<file path="src/rtl/usb_pkt_encoder_if.sv">
// Packet request bus from the protocol FSM plus the serial line-side outputs of the encoder.
interface usb_pkt_encoder_if;
  logic        pktready;
  logic [3:0]  pid_out;
  logic [6:0]  addr_out;
  logic [3:0]  endp_out;
  logic [63:0] data_out;
  logic        down_ready;
  logic        bit_out;
  logic        bit_en;
  logic        eop_out;

  modport master (
    output pktready, pid_out, addr_out, endp_out, data_out,
    input  down_ready, bit_out, bit_en, eop_out
  );

  modport slave (
    input  pktready, pid_out, addr_out, endp_out, data_out,
    output down_ready, bit_out, bit_en, eop_out
  );
endinterface

</file>
<file path="src/rtl/usb_pkt_encoder.sv">
// USB packet encoder: serialises SYNC, PID, payload and CRC5/CRC16 with bit stuffing,
// then a two-cycle EOP marker. All outputs come straight from flops.
module usb_pkt_encoder (
  input  logic            clk,
  input  logic            rst_L,
  usb_pkt_encoder_if.slave bus
);

  localparam int unsigned IDX_W     = 7;
  localparam int unsigned SYNC_LEN  = 8;
  localparam int unsigned PID_LEN   = 8;
  localparam int unsigned ADDR_W    = 7;
  localparam int unsigned TOK_LEN   = 11;
  localparam int unsigned DAT_LEN   = 64;
  localparam int unsigned CRC5_W    = 5;
  localparam int unsigned CRC16_W   = 16;
  localparam int unsigned EOP_LEN   = 2;
  localparam int unsigned ONES_W    = 3;
  localparam int unsigned STUFF_RUN = 6;

  typedef enum logic [2:0] {
    S_IDLE, S_SYNC, S_PID, S_BODY, S_CRC, S_EOP
  } state_t;

  typedef enum logic [1:0] {
    C_HS, C_TOK, C_DAT
  } pclass_t;

  state_t             state_q, state_nx;
  logic [IDX_W-1:0]   idx_q, idx_nx;
  logic               stuff_q, stuff_nx;
  logic [ONES_W-1:0]  ones_q, ones_nx, ones_after;
  logic [CRC16_W-1:0] crc_q, crc_nx;
  logic [CRC5_W-1:0]  crc5_upd;
  logic               fb5, fb16;
  pclass_t            cls_q, cls_nx;
  logic [3:0]         pid_q, pid_nx;
  logic [6:0]         addr_q, addr_nx;
  logic [3:0]         endp_q, endp_nx;
  logic [63:0]        data_q, data_nx;
  logic               emitting, cur_bit;
  logic [IDX_W-1:0]   last_idx;
  logic               down_ready_q, bit_out_q, bit_en_q, eop_out_q;
  logic               down_ready_nx, bit_out_nx, bit_en_nx, eop_out_nx;

  function automatic pclass_t decode_class(input logic [3:0] pid);
    pclass_t c;
    case (pid)
      4'b0001, 4'b1001, 4'b1101: c = C_TOK;
      4'b0011, 4'b1011:          c = C_DAT;
      default:                   c = C_HS;
    endcase
    return c;
  endfunction

  // Unstuffed line bit for a given field position; CRC is sent inverted, MSB first.
  function automatic logic field_bit(input state_t st, input logic [IDX_W-1:0] idx,
                                     input pclass_t cls, input logic [3:0] pid,
                                     input logic [6:0] addr, input logic [3:0] endp,
                                     input logic [63:0] data, input logic [CRC16_W-1:0] crc);
    logic       b;
    logic [1:0] eo;
    logic [3:0] co;
    b  = 1'b0;
    eo = idx[1:0] - 2'd3;
    co = ((cls == C_TOK) ? 4'(CRC5_W - 1) : 4'(CRC16_W - 1)) - idx[3:0];
    case (st)
      S_SYNC: b = (idx == IDX_W'(SYNC_LEN - 1));
      S_PID:  b = idx[2] ? ~pid[idx[1:0]] : pid[idx[1:0]];
      S_BODY: begin
        if (cls == C_TOK) b = (idx < IDX_W'(ADDR_W)) ? addr[idx[2:0]] : endp[eo];
        else              b = data[idx[5:0]];
      end
      S_CRC:  b = ~crc[co];
      default: b = 1'b0;
    endcase
    return b;
  endfunction

  // State, field and output registers.
  always_ff @(posedge clk or negedge rst_L) begin
    if (!rst_L) begin
      state_q      <= S_IDLE;
      idx_q        <= '0;
      stuff_q      <= 1'b0;
      ones_q       <= '0;
      crc_q        <= '0;
      cls_q        <= C_HS;
      pid_q        <= '0;
      addr_q       <= '0;
      endp_q       <= '0;
      data_q       <= '0;
      down_ready_q <= 1'b1;
      bit_out_q    <= 1'b0;
      bit_en_q     <= 1'b0;
      eop_out_q    <= 1'b0;
    end else begin
      state_q      <= state_nx;
      idx_q        <= idx_nx;
      stuff_q      <= stuff_nx;
      ones_q       <= ones_nx;
      crc_q        <= crc_nx;
      cls_q        <= cls_nx;
      pid_q        <= pid_nx;
      addr_q       <= addr_nx;
      endp_q       <= endp_nx;
      data_q       <= data_nx;
      down_ready_q <= down_ready_nx;
      bit_out_q    <= bit_out_nx;
      bit_en_q     <= bit_en_nx;
      eop_out_q    <= eop_out_nx;
    end
  end

  always_comb begin
    state_nx   = state_q;
    idx_nx     = idx_q;
    stuff_nx   = stuff_q;
    ones_nx    = ones_q;
    crc_nx     = crc_q;
    cls_nx     = cls_q;
    pid_nx     = pid_q;
    addr_nx    = addr_q;
    endp_nx    = endp_q;
    data_nx    = data_q;
    emitting   = 1'b0;
    cur_bit    = 1'b0;
    ones_after = '0;
    fb5        = 1'b0;
    fb16       = 1'b0;
    crc5_upd   = '0;
    last_idx   = '0;

    case (state_q)
      S_IDLE: begin
        if (bus.pktready) begin
          pid_nx   = bus.pid_out;
          addr_nx  = bus.addr_out;
          endp_nx  = bus.endp_out;
          data_nx  = bus.data_out;
          cls_nx   = decode_class(bus.pid_out);
          crc_nx   = '1;
          idx_nx   = '0;
          stuff_nx = 1'b0;
          ones_nx  = '0;
          state_nx = S_SYNC;
        end
      end
      S_SYNC, S_PID, S_BODY, S_CRC: emitting = 1'b1;
      S_EOP: begin
        // A stuff bit owed by the final data bit goes out before the marker.
        if (stuff_q) begin
          emitting = 1'b1;
        end else if (idx_q == IDX_W'(EOP_LEN - 1)) begin
          idx_nx   = '0;
          state_nx = S_IDLE;
        end else begin
          idx_nx = idx_q + 1'b1;
        end
      end
      default: state_nx = S_IDLE;
    endcase

    case (state_q)
      S_SYNC:  last_idx = IDX_W'(SYNC_LEN - 1);
      S_PID:   last_idx = IDX_W'(PID_LEN - 1);
      S_BODY:  last_idx = (cls_q == C_TOK) ? IDX_W'(TOK_LEN - 1) : IDX_W'(DAT_LEN - 1);
      S_CRC:   last_idx = (cls_q == C_TOK) ? IDX_W'(CRC5_W - 1) : IDX_W'(CRC16_W - 1);
      default: last_idx = '0;
    endcase

    if (emitting) begin
      cur_bit    = stuff_q ? 1'b0
                           : field_bit(state_q, idx_q, cls_q, pid_q, addr_q, endp_q, data_q, crc_q);
      ones_after = cur_bit ? ones_q + 1'b1 : '0;
      stuff_nx   = (ones_after == ONES_W'(STUFF_RUN));
      ones_nx    = stuff_nx ? '0 : ones_after;
      // Stuffed bits neither advance the field index nor enter the CRC.
      if (!stuff_q) begin
        if (state_q == S_BODY) begin
          fb5      = crc_q[CRC5_W-1] ^ cur_bit;
          crc5_upd = {crc_q[CRC5_W-2:0], 1'b0} ^ (fb5 ? 5'b00101 : 5'b00000);
          fb16     = crc_q[CRC16_W-1] ^ cur_bit;
          crc_nx   = (cls_q == C_TOK) ? {11'b0, crc5_upd}
                                      : ({crc_q[CRC16_W-2:0], 1'b0} ^ (fb16 ? 16'h8005 : 16'h0000));
        end
        if (idx_q == last_idx) begin
          idx_nx = '0;
          case (state_q)
            S_SYNC:  state_nx = S_PID;
            S_PID:   state_nx = (cls_q == C_HS) ? S_EOP : S_BODY;
            S_BODY:  state_nx = S_CRC;
            default: state_nx = S_EOP;
          endcase
        end else begin
          idx_nx = idx_q + 1'b1;
        end
      end
    end

    // Outputs for the next cycle, decoded from the next-state values.
    down_ready_nx = (state_nx == S_IDLE);
    bit_en_nx     = (state_nx == S_SYNC) || (state_nx == S_PID) || (state_nx == S_BODY) ||
                    (state_nx == S_CRC)  || ((state_nx == S_EOP) && stuff_nx);
    eop_out_nx    = (state_nx == S_EOP) && !stuff_nx;
    bit_out_nx    = bit_en_nx && !stuff_nx &&
                    field_bit(state_nx, idx_nx, cls_nx, pid_nx, addr_nx, endp_nx, data_nx, crc_nx);
  end

  assign bus.down_ready = down_ready_q;
  assign bus.bit_out    = bit_out_q;
  assign bus.bit_en     = bit_en_q;
  assign bus.eop_out    = eop_out_q;

endmodule
</file>
<file path="src/flat_wrapper.sv">
// flat-port wrapper written by rule: the top's interface ports become plain ports
module usb_pkt_encoder_flat 
  (clk, rst_L, bus_pktready, bus_pid_out, bus_addr_out, bus_endp_out, bus_data_out, bus_down_ready, bus_bit_out, bus_bit_en, bus_eop_out);
  usb_pkt_encoder_if bus_i ();
  input  logic clk;
  input  logic rst_L;
  input wire logic [$bits(bus_i.pktready)-1:0] bus_pktready;
  input wire logic [$bits(bus_i.pid_out)-1:0] bus_pid_out;
  input wire logic [$bits(bus_i.addr_out)-1:0] bus_addr_out;
  input wire logic [$bits(bus_i.endp_out)-1:0] bus_endp_out;
  input wire logic [$bits(bus_i.data_out)-1:0] bus_data_out;
  output wire logic [$bits(bus_i.down_ready)-1:0] bus_down_ready;
  output wire logic [$bits(bus_i.bit_out)-1:0] bus_bit_out;
  output wire logic [$bits(bus_i.bit_en)-1:0] bus_bit_en;
  output wire logic [$bits(bus_i.eop_out)-1:0] bus_eop_out;
  assign bus_i.pktready = bus_pktready;
  assign bus_i.pid_out = bus_pid_out;
  assign bus_i.addr_out = bus_addr_out;
  assign bus_i.endp_out = bus_endp_out;
  assign bus_i.data_out = bus_data_out;
  assign bus_down_ready = bus_i.down_ready;
  assign bus_bit_out = bus_i.bit_out;
  assign bus_bit_en = bus_i.bit_en;
  assign bus_eop_out = bus_i.eop_out;
  usb_pkt_encoder u_core (.clk(clk), .rst_L(rst_L), .bus(bus_i));
endmodule
</file>
<file path="config.mk">
export PLATFORM = sky130hd
export DESIGN_NAME = usb_pkt_encoder_flat
export DESIGN_NICKNAME = d
export VERILOG_FILES = /design/src/rtl/usb_pkt_encoder_if.sv /design/src/rtl/usb_pkt_encoder.sv /design/src/flat_wrapper.sv
export SDC_FILE = /design/constraint.sdc
export NUM_CORES = 1
export LEC_CHECK = 0
export CAP_MARGIN = 20
export CORE_AREA = 4 4 149 115
export DETAILED_ROUTE_END_ITERATION = 8
export DIE_AREA = 0 0 153 119
export PLACE_DENSITY_LB_ADDON = 0.12
export SYNTH_ARGS = -nofsm -noshare
export SYNTH_HDL_FRONTEND = slang
export SYNTH_SLANG_ARGS = --single-unit
</file>
<file path="constraint.sdc">
create_clock -name clk -period 3.45 [get_ports clk]
set_input_delay 0.69 -clock clk [delete_from_list [all_inputs] [get_ports clk]]
set_output_delay 0.69 -clock clk [all_outputs]
set_load 0.05 [all_outputs]
</file>
==> flow_summary.ini, run 1 <==
[drt]
drtIter0Drc = 760
post_drt_wl_per_cell_um = 21.40
ant_nets = 0
firstDrtPassIters = 5
routed_via_density = 6.016
drt-total-wl_um = 27760
drc_errors = 0
vias = 7803

[global_routing]
grt_max_degree = 57
grt_pass1_vias = 7886
overflow = 0
grt_pass1_wl_um = 43820
antenna_found_initial = 0
track_usage_pct = 30.82

[clock_network]
hold_buffers = 0
htree_levels = 4
cts_tree = yes
cts_sinks = 115
clkLatencyLatePin_ns = 0.43
clock_path_buffers = 2
cts_buffers = 17
clock-root-buffer = clkbuf_16
clk_pin_slew_worst_paths_ns = 0.06

[yosys]
post_synth.cell_area_avg_um2 = 8.795
async_flop_share_pct = 100.0
synth.distinct_cells = 90
netlist_area_um2 = 7766
ys_ff_latch = 115
yosys_warnings = 0
syn-num-nets = 974
seq_area_frac_synth_pct = 37.07
syn_inst = 883
synth_flop_cell = dfrtp_1
synth-edff-count = 0

[critical_path]
cp-end-kind = flip-flop
cp.arrival_ns = 3.90
timing.rr.end = u_core.bus.bit_out
crit_start = bus_pktready
crit_chain = clkdlybuf4s50_1, nor4b_4, buf_12, mux2_2, o31a_1, o21ai_0, o221ai_1, o2111ai_1, o211ai_1, nor4_1, buf_4, o211ai_1
crit_required_ns = 3.75
cp_max_fo = 20
path_delay_family = compound AO/OA/AOI/OAI gates
critPathKind = primary input to flip-flop
reg2reg_setup_slack_ns = -0.15
slowest_stage = clkdlybuf4s50_1
crit_buf_inv = 3
reg2regPathDepth = 13
cp_common_cell = o211ai_1
reg2reg_from = u_core.state_q[1]
max_stage_delay_ns = 0.56
start_kind = primary input

[cells_and_area]
drive_gt1_share_pct = 25.30
n_antenna_cell = 0
layout_common_cells = 233 x nand2_1, 143 x buf_4, 112 x dfrtp_1
post-route-util_pct = 67.05
area_growth_pct = 35.69
final_cells = 1297
final_net_count = 1165
fillers = 1283
layout_commonest_cell = nand2_1

[sta]
finalMaxSlewViolations = 0
holdWs_ns = 0.2164
finalCritPeriodShare_pct = 104.4
fin_ws_ns = -0.1515
rsz0062_at_grt = yes
tns_ns = -0.1515
finalSetupViolations = 1
finalHoldViolations = 0
fin_crit_ns = 3.601
fmax_mhz = 277.7
clock_skew_ns = 0.01059
tightest_slew_ns = 0.6328
slew_headroom_pct = 57.53

[placement]
dp_hpwl_um = 20870
place_inst = 1259
numPortBuffers = 85
gp_congestion = 1.030

[outcome]
violations = setup timing
outcome = finished with violations

[floorplan]
coreArea_um2 = 15720
num_io_pins = 86
rows = 40
die_y_um = 119
start_util_pct = 49.42
die-area_um2 = 18210
die_x_um = 153

[pwr]
leakagePower_nw = 4.755
irDropWorstVdd_mv = 0.6122
total_power_mw = 14.27
powerDensity_nw_per_um2 = 1354

[job]
max_cap_viol_count = 0

[min_path]
worstHoldPathType = primary input to async pin
[through the flow]
stage	instance area [um2]	setup slack, ns
6_report	10540	-0.1515
5_1_grt	10540	-0.3200
2_1_floorplan	7854	-0.07050
3_5_place_dp	9797	-0.5798
4_1_cts	10480	-0.1589
3_3_place_gp	9797	-0.4841
[worst register-to-register path: stages (launching register included)]
cell       delay (ns)
dfrtp_2          0.46
buf_4            0.16
buf_4            0.18
nor4b_4          0.46
buf_12           0.23
mux2_2           0.36
o31a_1           0.29
o21ai_0          0.28
o221ai_1         0.22
o2111ai_1        0.14
o211ai_1         0.14
nor4_1           0.31
buf_4            0.17
o211ai_1         0.08
[state kept, by name, indices dropped and copies added (netlist names)]
signal	flops
u_core.addr_q	7
u_core.bus.bit_en	1
u_core.bus.bit_out	1
u_core.bus.down_ready	1
u_core.bus.eop_out	1
u_core.cls_q	2
u_core.crc_q	16
u_core.data_q	64
u_core.endp_q	4
u_core.idx_q	7
u_core.ones_q	3
u_core.pid_q	4
u_core.state_q	3
u_core.stuff_q	1
[how the worst max path moves through the flow]
stage / to / slack (ns) / cells after the start
finish: u_core.bus.bit_out / -0.15 / 12
global route: u_core.bus.bit_out / -0.32 / 14
CTS: u_core.bus.bit_out / -0.16 / 13
detailed placement: u_core.bus.bit_out / -0.58 / 15
global placement: u_core.bus.bit_out / -0.48 / 15
floorplan: u_core.bus.bit_out / -0.07 / 16
[cells in the mapped netlist, drive strengths merged (3+ instances only)]
library cell / instances / area, um2
o311ai: 6 / 52.55
a211o: 6 / 52.55
nand2: 234 / 894.6
a211oi: 8 / 60.06
a41oi: 4 / 35.03
clkbuf: 24 / 90.09
o211a: 4 / 40.04
ha: 7 / 87.58
and3: 7 / 43.79
buf: 36 / 196.4
a22o: 4 / 35.03
a21oi: 35 / 186.4
nor3b: 5 / 42.54
a22oi: 3 / 22.52
nand3: 22 / 115.1
and2: 4 / 25.02
o31a: 3 / 26.28
nor2b: 7 / 43.79
o22ai: 3 / 18.77
mux2: 21 / 240.2
and4: 3 / 26.28
nand2b: 11 / 71.32
o31ai: 9 / 72.57
dfrtp: 114 / 2853
or3b: 3 / 28.78
o2111ai: 5 / 43.79
a221oi: 3 / 38.79
a221o: 3 / 30.03
o221ai: 3 / 26.28
or3: 9 / 61.31
o211ai: 10 / 80.07
nor4: 7 / 58.81
mux4: 22 / 495.5
o2bb2ai: 3 / 26.28
o21ai: 45 / 225.2
inv: 19 / 73.82
nand4b: 4 / 35.03
nor3: 33 / 170.2
mux2i: 25 / 250.2
nand4: 14 / 87.58
xnor2: 10 / 87.58
nor2: 43 / 166.4
o21bai: 3 / 22.52
a21o: 8 / 60.06
[cells by family (layout without fill, tap and decap cells)]
group,count (synthesis),count (layout),share of synthesized area [%]
xor gates and xnor gates,12,12,1.708
muxes,68,68,12.70
and+or+nand+nor,416,416,25.37
AOI/OAI and AO/OA,184,184,16.87
DFF,115,115,37.07
adders and majority gates,9,9,1.643
buffers and inverters,79,283,4.640
[what timing repair did]
item / 4_1_cts / 5_1_grt
gates resized for setup: 11 / 7
pin swaps: 3 / 7
setup endpoints to repair: 2 / 5
buffers inserted: 2 / 4
[power breakdown]
group	total, mW	internal (mW)	switching [mW]
combinational	9.97	4.56	5.41
clock	1.87	1.17	0.707
sequential	2.42	1.97	0.446
total	14.3	7.70	6.56
[metal layers]
layer	part of all wire (%)	vias to the layer above	global-route usage, %
met2	42	395	43.09
met5	0	-	0
met4	2.4	0	9.683
li1	-	3584	-
met1	45	3755	45.04
met3	11	69	10.46
[area by class of cell]
class / count / area [um2] / area share [%]
flip-flops and latches: 115 / 2882 / 27.35
clock inverters: 13 / 172.7 / 1.639
well taps: 210 / 262.8 / 2.493
multi-input cells: 689 / 4684 / 44.45
inverters: 19 / 78.83 / 0.7480
repair buffers: 232 / 2014 / 19.12
clock buffers: 19 / 442.9 / 4.203
Power figures use the tool's default switching activity.
==> run 2, diff against run 1 <==
--- a/config.mk
+++ b/config.mk
@@ -9,6 +9,7 @@
 export CORE_AREA = 4 4 149 115
 export DETAILED_ROUTE_END_ITERATION = 8
 export DIE_AREA = 0 0 153 119
+export HOLD_SLACK_MARGIN = 0.06
 export PLACE_DENSITY_LB_ADDON = 0.12
 export SYNTH_ARGS = -nofsm -noshare
 export SYNTH_HDL_FRONTEND = slang
==> results of run 2 <==
No change in the layout: final DEF, timing and power equal those of run 1.
==> RTL edit 1: new RTL, flow settings as in run 2 <==
Encoding of `pclass_t`: now one-hot (3 bits for 3 values).
--- a/src/rtl/usb_pkt_encoder.sv
+++ b/src/rtl/usb_pkt_encoder.sv
@@ -22,8 +22,8 @@
     S_IDLE, S_SYNC, S_PID, S_BODY, S_CRC, S_EOP
   } state_t;
 
-  typedef enum logic [1:0] {
-    C_HS, C_TOK, C_DAT
+  typedef enum logic [2:0] {
+    C_HS = 3'b001, C_TOK = 3'b010, C_DAT = 3'b100
   } pclass_t;
 
   state_t             state_q, state_nx;
Function: no difference found for any inputs over 10 cycles, from zero or initial values and one cycle with rst_L low; not proved beyond that.
==> RTL edit 1 against run 2 <==
- the flow still finishes with violations (negative setup slack)
- hold slack worse by 0.0095 ns
- worst setup slack worse by 0.27 ns
- sequential share of layout area increased by 2.5 points
- maximum frequency is 6.9% lower
- first-iteration DRC count is 17% lower
- routed wire length down 18%
- area after synthesis decreased by 6.0%
- sequential cell count grew 1
- largest cell class unchanged
- global-route usage fell by 5.1 points
- cell area fell by 7.6%
Power is left out: it rests on default switching activity, and per cell area and clock period it moved more than threefold.
==> RTL edit 1: results (changes against run 2) <==
cts:
  clock_path_buffers: 2  # unchanged
  root_buffer: "clkbuf_16"  # unchanged
  cts_buffers: 17  # unchanged
  htree_levels: 4  # unchanged
  clk_pin_slew_ns: 0.06  # about the same
setup_path:
  slowest_delay_ns: 0.48  # was 0.56 ns
  cpMaxStageDelayCell: "fa_2"  # was clkdlybuf4s50_1
  critPathLaunch: "u_core.cls_q[2]"  # was bus_pktready
  cp.arrival_ns: 4.21  # was 3.90 ns
  crit_family: "compound AO/OA/AOI/OAI gates"  # unchanged
  critPathMaxFanout: 8  # was 20
route:
  drt_first_iter_violations: 631  # was 760
  wl_um: 22800  # was 27,800 µm
  first_pass_iters: 5  # unchanged
  wl_met1_um: 10600  # was 12,400 µm
  met3_length_um: 1720  # was 3110 µm
  drt-vias-per-instance: 5.66  # was 6.02
  wl_met2_um: 10000  # was 11,600 µm
grt:
  use_met3: 0.0505  # was 0.105
  grt_max_degree: 92  # was 57
  grt_pass1_vias: 6816  # was 7,886
  busiest_layer: "met1"  # unchanged
  grt_use_met2: 0.381  # was 0.431
  grt_usage: 0.257  # was 0.308
  grt_antenna_before_repair: 0  # unchanged
  grt.met1_usage: 0.384  # was 0.450
  grt_pass1_wl_um: 36700  # was 43,800 µm
finish:
  drive_gt1_frac: 0.211  # was 0.253
  final_cell_count_no_fill: 1199  # was 1,297
  fillers: 1326  # was 1,283
  layout.nets: 1069  # was 1,165
  top_regs: "u_core.data_q x64, u_core.crc_q x16"  # unchanged
synthesis:
  async_flop_share: 1.00  # unchanged
  yosysTopAreaCellShare: 0.391  # was 0.367
  synth_flop_cell: "dfrtp_1"  # unchanged
  synth-seq-area-share: 0.398  # was 0.371
  syn_nets: 911  # was 974
  synth_cell_types: 78  # was 90
  postSynthAreaPerCell_um2: 8.91  # was 8.80 µm²
  synth_warnings: 0  # unchanged
  ys_top_cells_by_area: "dfrtp_1 39%, nand2_1 14%, mux4_2 6.8%, mux2i_1 5.1%, o21ai_0 3.2%"  # was dfrtp_1 37%, nand2_1 11%, mux4_2 6.4%, mux2i_1 3.2%, mux2_2 2.9%
  yosys-top-cells-count: "273 x nand2_1, 114 x dfrtp_1, 47 x o21ai_0"  # was 233 x nand2_1, 114 x dfrtp_1, 43 x o21ai_0
place:
  hpwl_um: 16600  # was 20,900 µm
  placed_area_um2: 9040  # was 9800 µm²
  port_buffers: 85  # unchanged
  dp_slack_ns: -0.703  # was -0.580 ns
  routabilityCongestion: 0.927  # was 1.03
  place_inst: 1165  # was 1,259
sta:
  setup_viol_count_final: 2  # was 1
  maxSlewHeadroom: 0.406  # was 0.575
  setup_tns_ns: -0.461  # was -0.151 ns
  clock_skew_ns: 0.00770  # was 0.0106 ns
  finalWorstSetupSlack_ns: -0.419  # was -0.151 ns
status:
  violations: "negative setup slack"  # unchanged
  status: "finished with violations"  # unchanged
flow_run:
  max_cap_violations: 0  # unchanged
min_path:
  hp-class: "primary input to async pin"  # unchanged
RTL edit 1: cell count changes in the layout (fill, tap and decap cells not counted), moves of 5 or more:
cell / run 2 / this run
a21oi_1: 32 / 24
and2_1: 4 / 10
buf_4: 143 / 103
mux2_2: 20 / 6
mux2i_1: 24 / 37
mux4_1: 0 / 6
nand2_1: 233 / 273
nand3_1: 20 / 13
nand4_1: 14 / 2
nor3_1: 30 / 10
o211ai_1: 9 / 4
o31ai_1: 8 / 2
xnor2_1: 10 / 3
RTL edit 1: cells by family (layout without fill, tap and decap cells):
kind of cell,after synthesis,after routing,share of synthesized area
simple gates,399,399,0.237
compound gates,144,144,0.136
flops,116,116,0.398
mux,73,73,0.155
buf+inv,69,239,0.0418
fa+ha+maj,10,10,0.0192
xor+xnor,8,8,0.0134
RTL edit 1: stage by stage:
step / hold slack (ns) / util
3_3_place_gp: 0.470 / 0.575
4_1_cts: 0.210 / 0.619
5_1_grt: 0.227 / 0.619
2_1_floorplan: 0.394 / -
3_5_place_dp: 0.476 / 0.575
6_report: 0.207 / 0.619
RTL edit 1: timing repair:
item	4_1_cts	5_1_grt
setup endpoints to repair	3	5
hold buffers	0	0
resized for setup	4	3
pin swaps	6	4
setup buffers	3	0
RTL edit 1: final cells by class:
type	count	share of cell area
Inverter	19	0.00784
Timing Repair Buffer	189	0.170
Multi-Input combinational cell	634	0.430
Tap cell	210	0.0270
Clock inverter	14	0.0233
Clock buffer	17	0.0437
Sequential cell	116	0.299
RTL edit 1: final timing paths:
kind,end,depth (start not counted)
setup / recovery,u_core.bus.bit_out,18
hold / removal,u_core.data_q[41],1
setup reg to reg,u_core.bus.bit_out,18
hold reg to reg,u_core.data_q[9],2
max in group asynchronous,u_core.bus.down_ready,2
min in group clk,u_core.data_q[9],2
==> RTL edit 2: new RTL, settings of run 2 <==
Made on the original files. Change the localparam `ONES_W` from 3 to 6.
--- a/src/rtl/usb_pkt_encoder.sv
+++ b/src/rtl/usb_pkt_encoder.sv
@@ -15,7 +15,7 @@
   localparam int unsigned CRC5_W    = 5;
   localparam int unsigned CRC16_W   = 16;
   localparam int unsigned EOP_LEN   = 2;
-  localparam int unsigned ONES_W    = 3;
+  localparam int unsigned ONES_W    = 6;
   localparam int unsigned STUFF_RUN = 6;
 
   typedef enum logic [2:0] {
Formal check against the unedited RTL: no difference found for any inputs over 10 cycles, from zero or initial values and one cycle with rst_L low; that may be too few to reach the edited logic, so the function may still have changed.
==> RTL edit 2 against run 2 <==
- critical path depth grew 2
- highest routed layer unchanged
- sequential cell count increased by 3
- largest cell class unchanged
- area after synthesis down 4.0%
- non-clock buffer count decreased by 5
- die area unchanged
- worst setup slack got worse by 0.031 ns
- utilization is 0.98 points lower
- routed wire length down 13%
- cell area shrank 1.5%
- the run still ends with negative setup slack left
- first-iteration DRC count shrank 35%
Power is left out: it rests on default switching activity, and per cell area and clock period it moved more than threefold.
==> RTL edit 2: results (changes against run 2) <==
route:
  vias: 7102  # was 7,803
  first_pass_iters: 5  # unchanged
  drt_first_iter_violations: 493  # was 760
  drc: 0  # unchanged
  wl_um: 24200  # was 27,800 µm
synthesis:
  synth-seq-area-share: 0.396  # was 0.371
  ys_top_cells_by_area: "dfrtp_1 39%, nand2_1 14%, mux4_2 7.5%, mux2i_1 7.4%, nor2_1 2.4%"  # was dfrtp_1 37%, nand2_1 11%, mux4_2 6.4%, mux2i_1 3.2%, mux2_2 2.9%
  async_flop_share: 1.00  # unchanged
  synth_cell_types: 72  # was 90
  yosys-top-cells-count: "288 x nand2_1, 117 x dfrtp_1, 55 x mux2i_1"  # was 233 x nand2_1, 114 x dfrtp_1, 43 x o21ai_0
  yosysMostFrequentCell: "nand2_1"  # unchanged
  synth_warnings: 0  # unchanged
  syn_nets: 934  # was 974
sta:
  maxSlewHeadroom: 0.590  # was 0.575
  finalWorstSetupSlack_ns: -0.182  # was -0.151 ns
  setup_tns_ns: -0.325  # was -0.151 ns
  finalHoldViolations: 0  # unchanged
  clock_skew_ns: 0.00814  # was 0.0106 ns
  setup_viol_count_final: 3  # was 1
setup_path:
  crit_family: "multiplexers"  # was compound AO/OA/AOI/OAI gates
  critPathMaxFanout: 4  # was 20
  cp.arrival_ns: 3.92  # was 3.90 ns
  slowest_delay_ns: 0.54  # was 0.56 ns
  r2r-end: "u_core.bus.bit_out"  # unchanged
  worstRegToRegCells: 14  # was 13
  cpMaxStageDelayCell: "mux4_2"  # was clkdlybuf4s50_1
  critPathLaunch: "u_core.cls_q[0]"  # was bus_pktready
finish:
  drive_gt1_frac: 0.251  # was 0.253
  layout.nets: 1125  # was 1,165
  top_regs: "u_core.data_q x64, u_core.crc_q x16"  # unchanged
  diodes: 0  # unchanged
min_path:
  hp-class: "primary input to async pin"  # unchanged
grt:
  grt_max_degree: 53  # was 57
  grt_usage: 0.267  # was 0.308
  grt_pass1_wl_um: 38200  # was 43,800 µm
  grt_pass1_vias: 7000  # was 7,886
  grt_antenna_before_repair: 0  # unchanged
status:
  violations: "negative setup slack"  # unchanged
  status: "finished with violations"  # unchanged
cts:
  root_buffer: "clkbuf_16"  # unchanged
  clock_path_buffers: 2  # unchanged
  clk_pin_slew_ns: 0.06  # about the same
  clk_latency_ns: 0.42
  htree_levels: 4  # unchanged
  cts_buffers: 17  # unchanged
place:
  port_buffers: 85  # unchanged
  routabilityCongestion: 0.999  # was 1.03
  hpwl_um: 18600  # was 20,900 µm
[RTL edit 2: how the worst max path moves through the flow]
stage | cells after the start | to
2_1_floorplan | 19 | u_core.bus.bit_out
3_3_place_gp | 14 | u_core.bus.bit_out
3_5_place_dp | 14 | u_core.bus.bit_out
4_1_cts | 14 | u_core.bus.bit_out
5_1_grt | 14 | u_core.bus.bit_out
6_report | 14 | u_core.bus.bit_out
[RTL edit 2: per-layer routing]
layer	part of all wire	wire [µm]	global-route usage
met1	0.47	11300	0.392
met2	0.45	10900	0.406
met3	0.066	1600	0.0559
met4	0.017	402	0.0712
met5	0	0	0
[RTL edit 2: kinds of logic after synthesis]
group	after synthesis	share of synthesized area
AO/OA/AOI/OAI	123	0.116
XOR/XNOR	13	0.0171
flip-flops	118	0.396
multiplexers	87	0.168
buffers and inverters	76	0.0461
adder cells (fa/ha/maj)	9	0.0171
AND/OR/NAND/NOR	417	0.239
[RTL edit 2: timing repair]
| action | 4_1_cts | 5_1_grt |
|---|---|---|
| setup endpoints to repair | 6 | 8 |
| resized for setup | 16 | 15 |
| setup buffers | 1 | 2 |
| pin swaps | 9 | 10 |
[RTL edit 2: through the flow]
stage | setup slack (ns) | area [µm²] | util | hold slack [ns] | std cells
after CTS | -0.189 | 10300 | 0.654 | 0.254 | 1254
final | -0.182 | 10400 | 0.661 | 0.246 | 1256
after floorplan | -0.229 | 7680 | - | 0.394 | 843
after detailed placement | -0.676 | 9640 | 0.614 | 0.483 | 1222
after global routing | -0.332 | 10400 | 0.661 | 0.283 | 1256
after global placement | -0.649 | 9640 | 0.614 | 0.474 | 1222
[RTL edit 2: layout make-up]
cell class	instances	area (µm²)
fillers	1304	5330
multi-input cells	649	4460
flip-flops and latches	118	2960
repair buffers	227	2070
clock buffers	19	443
well taps	210	263
clock inverters	12	105
inverters	21	88.8
